`config.mk`:
```
export PLATFORM = sky130hd
export DESIGN_NAME = input_port_flit_buffer
export DESIGN_NICKNAME = d
export VERILOG_FILES = /design/src/rtl/router_pkg.sv /design/src/rtl/flit_fifo.sv /design/src/rtl/input_port_flit_buffer.sv
export SDC_FILE = /design/constraint.sdc
export NUM_CORES = 1
export LEC_CHECK = 0
export CAP_MARGIN = 20
export CORE_UTILIZATION = 45
export DETAILED_ROUTE_END_ITERATION = 8
export PLACE_DENSITY = 0.66
export SYNTH_ARGS = -nofsm -noshare
export SYNTH_HDL_FRONTEND = slang
export SYNTH_SLANG_ARGS = --single-unit
```
`constraint.sdc`:
```
create_clock -name clk -period 6.8 [get_ports clk]
set_input_delay 1.02 -clock clk [delete_from_list [all_inputs] [get_ports clk]]
set_output_delay 1.02 -clock clk [all_outputs]
set_load 0.05 [all_outputs]
```
`src/rtl/router_pkg.sv`:
```
// Shared router constants: flit/address widths, header length, and the
// state encoding of the input-port flit buffer.
package router_pkg;

    localparam int INPUT_SIZE   = 4;
    localparam int ADDRESS_SIZE = 16;

    // Number of header flits needed to carry one full address.
    function automatic int flits_per_address(input int addr_bits, input int flit_bits);
        return addr_bits / flit_bits;
    endfunction

    localparam int ADDRESS_FLIT_NUMBER = flits_per_address(ADDRESS_SIZE, INPUT_SIZE);

    // Input-port FSM encoding (3-bit, kept stable for existing checkers).
    localparam logic [2:0] ST_IDLE = 3'd0;
    localparam logic [2:0] ST_REQ  = 3'd1;
    localparam logic [2:0] ST_HDR  = 3'd2;
    localparam logic [2:0] ST_WAIT = 3'd3;
    localparam logic [2:0] ST_PAY  = 3'd4;

endpackage

```
`src/rtl/flit_fifo.sv`:
```
// Circular flit FIFO. The head is read straight from storage, so a pushed
// flit becomes visible no earlier than the cycle after its push.
module flit_fifo #(
    parameter int input_size = 4,
    parameter int fifo_depth = 8
) (
    input  logic                              clk,
    input  logic                              reset,
    input  logic                              push,
    input  logic                              pop,
    input  logic [input_size-1:0]             din,
    output logic [input_size-1:0]             dout,
    output logic [$clog2(fifo_depth+1)-1:0]   count,
    output logic                              full,
    output logic                              empty
);

    localparam int PW = $clog2(fifo_depth);
    localparam int CW = $clog2(fifo_depth + 1);

    logic [input_size-1:0] mem [fifo_depth];
    logic [PW-1:0]         wr_ptr;
    logic [PW-1:0]         rd_ptr;
    logic [CW-1:0]         count_q;
    logic                  do_push;
    logic                  do_pop;

    // Guard against overflow/underflow even if the caller misbehaves.
    assign do_push = push && !full;
    assign do_pop  = pop && !empty;

    assign full  = (count_q == CW'(fifo_depth));
    assign empty = (count_q == '0);
    assign count = count_q;
    assign dout  = mem[rd_ptr];

    // Storage write; contents need no reset because count gates visibility.
    always_ff @(posedge clk) begin
        if (do_push) begin
            mem[wr_ptr] <= din;
        end
    end

    // Pointers wrap naturally (depth is a power of two); count tracks occupancy.
    always_ff @(posedge clk) begin
        if (reset) begin
            wr_ptr  <= '0;
            rd_ptr  <= '0;
            count_q <= '0;
        end else begin
            if (do_push) begin
                wr_ptr <= wr_ptr + 1'b1;
            end
            if (do_pop) begin
                rd_ptr <= rd_ptr + 1'b1;
            end
            count_q <= count_q + {{(CW-1){1'b0}}, do_push} - {{(CW-1){1'b0}}, do_pop};
        end
    end

endmodule

```
`src/rtl/input_port_flit_buffer.sv`:
```
// Router input port: buffers link flits, hands the header to the routing
// controller one flit per shift strobe, then streams a fixed-length payload
// to the crossbar.
//
// Handshakes: a link flit transfers on a cycle with in_valid && in_ready; a
// payload flit transfers on a cycle with payload_valid && payload_ready.
// valid never depends on ready, and a presented flit stays stable until it
// transfers. Header flits transfer on every HDR cycle with
// shift_current_address while the FIFO holds data.
module input_port_flit_buffer
    import router_pkg::*;
#(
    parameter int input_size    = INPUT_SIZE,
    parameter int address_size  = ADDRESS_SIZE,
    parameter int fifo_depth    = 8,
    parameter int payload_flits = 4
) (
    input  logic                              clk,
    input  logic                              reset,
    input  logic [input_size-1:0]             in_flit,
    input  logic                              in_valid,
    output logic                              in_ready,
    output logic                              compute_address,
    input  logic                              shift_current_address,
    output logic [input_size-1:0]             addr_flit,
    input  logic                              send_finish,
    output logic [input_size-1:0]             payload_flit,
    output logic                              payload_valid,
    input  logic                              payload_ready,
    output logic                              busy,
    output logic [$clog2(fifo_depth+1)-1:0]   fifo_count,
    output logic                              proto_err
);

    localparam int CW  = $clog2(fifo_depth + 1);
    localparam int AFN = flits_per_address(address_size, input_size);
    localparam int PCW = $clog2(payload_flits + 1);

    localparam logic [CW-1:0]  HDR_NEED = CW'(AFN);
    localparam logic [CW-1:0]  HDR_LAST = CW'(AFN - 1);
    localparam logic [PCW-1:0] PAY_LAST = PCW'(payload_flits - 1);

    logic [2:0]            state;
    logic [CW-1:0]         hdr_cnt;
    logic [PCW-1:0]        pay_cnt;
    logic                  fifo_push;
    logic                  fifo_pop;
    logic                  fifo_full;
    logic                  fifo_empty;
    logic [input_size-1:0] fifo_head;
    logic                  proto_set;

    // in_ready is held low while reset is asserted and recovers as soon as
    // reset drops, since the FIFO is already empty by then.
    assign in_ready  = !fifo_full && !reset;
    assign fifo_push = in_valid && in_ready;

    flit_fifo #(
        .input_size (input_size),
        .fifo_depth (fifo_depth)
    ) u_fifo (
        .clk   (clk),
        .reset (reset),
        .push  (fifo_push),
        .pop   (fifo_pop),
        .din   (in_flit),
        .dout  (fifo_head),
        .count (fifo_count),
        .full  (fifo_full),
        .empty (fifo_empty)
    );

    // Each head view is qualified only by its own state.
    assign compute_address = (state == ST_REQ);
    assign busy            = (state != ST_IDLE);
    assign payload_valid   = (state == ST_PAY) && !fifo_empty;
    assign addr_flit       = (state == ST_HDR) ? fifo_head : '0;
    assign payload_flit    = payload_valid ? fifo_head : '0;

    // Pop decision and protocol-error detection for the current state.
    always_comb begin
        fifo_pop  = 1'b0;
        proto_set = 1'b0;
        case (state)
            ST_HDR: begin
                if (shift_current_address) begin
                    if (fifo_empty) begin
                        proto_set = 1'b1;
                    end else begin
                        fifo_pop = 1'b1;
                    end
                end
            end
            ST_WAIT: begin
                if (shift_current_address) begin
                    proto_set = 1'b1;
                end
            end
            ST_PAY: begin
                fifo_pop = payload_valid && payload_ready;
            end
            default: begin
                fifo_pop  = 1'b0;
                proto_set = 1'b0;
            end
        endcase
    end

    // Packet-framing FSM with header/payload counters and sticky error flag.
    always_ff @(posedge clk) begin
        if (reset) begin
            state     <= ST_IDLE;
            hdr_cnt   <= '0;
            pay_cnt   <= '0;
            proto_err <= 1'b0;
        end else begin
            if (proto_set) begin
                proto_err <= 1'b1;
            end
            case (state)
                ST_IDLE: begin
                    // Whole header buffered before the controller starts shifting.
                    if (fifo_count >= HDR_NEED) begin
                        state <= ST_REQ;
                    end
                end
                ST_REQ: begin
                    state <= ST_HDR;
                end
                ST_HDR: begin
                    if (fifo_pop) begin
                        if (hdr_cnt == HDR_LAST) begin
                            hdr_cnt <= '0;
                            state   <= ST_WAIT;
                        end else begin
                            hdr_cnt <= hdr_cnt + 1'b1;
                        end
                    end
                end
                ST_WAIT: begin
                    if (send_finish) begin
                        state <= ST_PAY;
                    end
                end
                ST_PAY: begin
                    if (fifo_pop) begin
                        if (pay_cnt == PAY_LAST) begin
                            pay_cnt <= '0;
                            state   <= ST_IDLE;
                        end else begin
                            pay_cnt <= pay_cnt + 1'b1;
                        end
                    end
                end
                default: begin
                    state <= ST_IDLE;
                end
            endcase
        end
    end

endmodule

```
==> flow_metrics.py <==
metrics = {
    "status": {
        "status": "completed",
    },
    "final_layout": {
        "multi_input_area_um2": 942,
        "drive_above_1_share": 0.103,
        "fin_area_mm2": 0.00289,
        "register_area_mm2": 0.00144,
        "layout_common_cells": "32 x nor2_1, 32 x edfxtp_1, 26 x clkdlybuf4s50_1",
        "utilization": 0.556,
        "fillerInstances": 447,
        "areaGrowthSynthToFinish_pct": 16.6,
        "finish.net_count": 243,
        "n_antenna_cell": 0,
    },
    "pwr": {
        "cellPowerDensity_mw_per_mm2": 319,
        "ir_drop_uv": 189,
        "p_leak_nw": 1.02,
    },
    "route": {
        "wl_per_cell_um": 13.9,
        "via_per_inst": 5.13,
        "postRouteAntennaNets": 0,
        "dr.first_iter.drc_count": 61,
        "dr.pass1.iters": 4,
        "via_count": 1503,
        "drc_errors": 0,
        "routed_wl_um": 4070,
    },
    "worst_hold_path": {
        "hold_class": "reg -> reg",
    },
    "cts": {
        "clock_latency_ps": 310,
        "cts_buffer_depth": 2,
        "path_clk_slew_ps": 100,
        "cts_setup_buffers": 0,
        "cts_resized": 0,
        "postCtsHoldBufs": 0,
        "cts_tree": "built",
        "cts_buffers": 5,
        "cts-root-buf": "clkbuf_8",
        "cts_sinks": 56,
        "h-tree-depth": 2,
    },
    "placement": {
        "io_buffers": 26,
        "place_hpwl_um": 2890,
        "place.gp.congestion": 0.736,
        "placed_area_mm2": 0.00278,
    },
    "yosys": {
        "yosys.area.top_type": "edfxtp_1",
        "synth_fp_nets": 218,
        "synth.top_cells.by_area": "edfxtp_1 39%, dfxtp_1 19%, mux4_2 7.3%",
        "yosysWarnings": 0,
        "seq_area_frac_synth": 0.581,
        "synth_enable_flop_cells": 32,
        "syn_inst": 197,
        "ys_types": 38,
        "netlist_area_mm2": 0.00248,
        "async_flop_share": 0,
        "synth_ff_type": "edfxtp_1",
        "yosys.area.top_type_share": 0.387,
        "synth.avg_cell_area_um2": 12.6,
        "ys_ff_latch": 56,
    },
    "grt": {
        "grt_use_met1": 0.228,
        "grt_use_met3": 0.0299,
        "grt_pass1_vias": 1414,
        "grt_pass1_wl_um": 6980,
        "grt_usage": 0.157,
        "grt_overflow": 0,
        "grt_max_degree": 26,
        "globalRoute.busiestLayer": "met1",
        "grtUsageMet2": 0.223,
        "grt_antenna_before_repair": 0,
    },
    "timing": {
        "setup_tns_ps": 0,
        "hold_viol": 0,
        "hold_ws_ps": 444,
        "setup_viol": 0,
        "clock.fmax_mhz": 251,
        "slew_violations": 0,
        "worstMarginPinSlew_ps": 894,
        "rsz0062_at_grt": "false",
        "fin_crit_sh": 0.587,
        "clock_skew_ps": 5.17,
        "fin_crit_ps": 3990,
        "slew_headroom": 0.402,
    },
    "setup_path": {
        "worstSetupEndpointType": "output port",
        "cp_max_fo": 25,
        "crit_type": "in -> out",
        "worstSetupStartpointType": "input pin",
        "worstPathRequired_ps": 5780,
        "arrival_ps": 2970,
    },
    "flow_run": {
        "max-cap-violations": 0,
    },
    "floorplan": {
        "io_pins": 27,
        "start_util": 0.476,
        "die_w_um": 76.2,
        "die_area_mm2": 0.00581,
        "rows": 26,
        "die_h_um": 76.2,
        "core_area_mm2": 0.00520,
    },
}
[report_power, final]
group	total (mW)	internal, mW	switching [mW]	leakage [nW]
Clock	0.215	0.109	0.106	0.0541
Sequential	0.408	0.381	0.0272	0.483
Combinational	0.299	0.117	0.182	0.486
Total	0.922	0.607	0.315	1.02
[through the flow]
step,setup slack [ps],power (mW),instances
after floorplan,3520,0.646,197
after global placement,2800,0.715,285
after detailed placement,2790,0.717,285
after CTS,2790,0.931,293
after global routing,2680,0.976,293
final,2810,0.922,293
[sequential cells by signal (all words and copies together), names as in the netlist, named ones only]
| register | count |
|---|---|
| u_fifo.mem | 32 |
| hdr_cnt | 4 |
| u_fifo.count | 4 |
| pay_cnt | 3 |
| state | 3 |
| u_fifo.rd_ptr | 3 |
| u_fifo.wr_ptr | 3 |
| proto_err | 1 |
[worst paths after layout]
check / slack, ps / startpoint / cells past startpoint / end
worst min-delay path: 440 / pay_cnt[2] / 2 / pay_cnt[2]
worst max register to register: 4270 / u_fifo.count[2] / 12 / u_fifo.count[2]
worst min register to register: 440 / pay_cnt[2] / 2 / pay_cnt[2]
worst max-delay path: 2810 / reset / 3 / in_ready
[cell type report]
class,instances,share of cell area
tap,70,0.0303
multi-input combinational,120,0.326
clock inverter,3,0.0147
sequential,56,0.498
inverter,13,0.0169
timing repair buffer,26,0.0900
clock buffer,5,0.0238
[cells by family (layout without fill, tap and decap cells)]
| family | Yosys count | count (layout) | share of synthesized area |
|---|---|---|---|
| adders and majority gates | 11 | 11 | 0.0585 |
| buffers and inverters | 21 | 47 | 0.0388 |
| AOI/OAI and AO/OA | 14 | 14 | 0.0404 |
| DFF | 56 | 56 | 0.581 |
| xor gates and xnor gates | 6 | 6 | 0.0212 |
| and+or+nand+nor | 73 | 73 | 0.155 |
| muxes | 16 | 16 | 0.105 |
[synthesized netlist by cell type (2+ instances only)]
| cell type | instances |
|---|---|
| a21oi_1 | 7 |
| and4bb_4 | 2 |
| buf_2 | 2 |
| buf_6 | 2 |
| clkbuf_1 | 4 |
| dfxtp_1 | 24 |
| edfxtp_1 | 32 |
| ha_1 | 10 |
| inv_1 | 13 |
| mux2i_1 | 8 |
| mux4_2 | 8 |
| nand2_1 | 9 |
| nand2b_1 | 6 |
| nand3_1 | 6 |
| nor2_1 | 32 |
| nor2b_1 | 4 |
| nor3_1 | 2 |
| nor4_1 | 2 |
| xnor2_1 | 2 |
| xor2_1 | 4 |
[critical path, cell delays in order]
cell and delay [ps]:
clkdlybuf4s50_1 870, nor2_1 250, clkdlybuf4s50_1 820
[routing by layer]
layer,vias to the layer above,share of wire
li1,749,-
met4,0,0.022
met1,715,0.50
met3,8,0.035
met5,-,0
met2,31,0.44
Note: power is estimated with default switching activity, not from simulation.
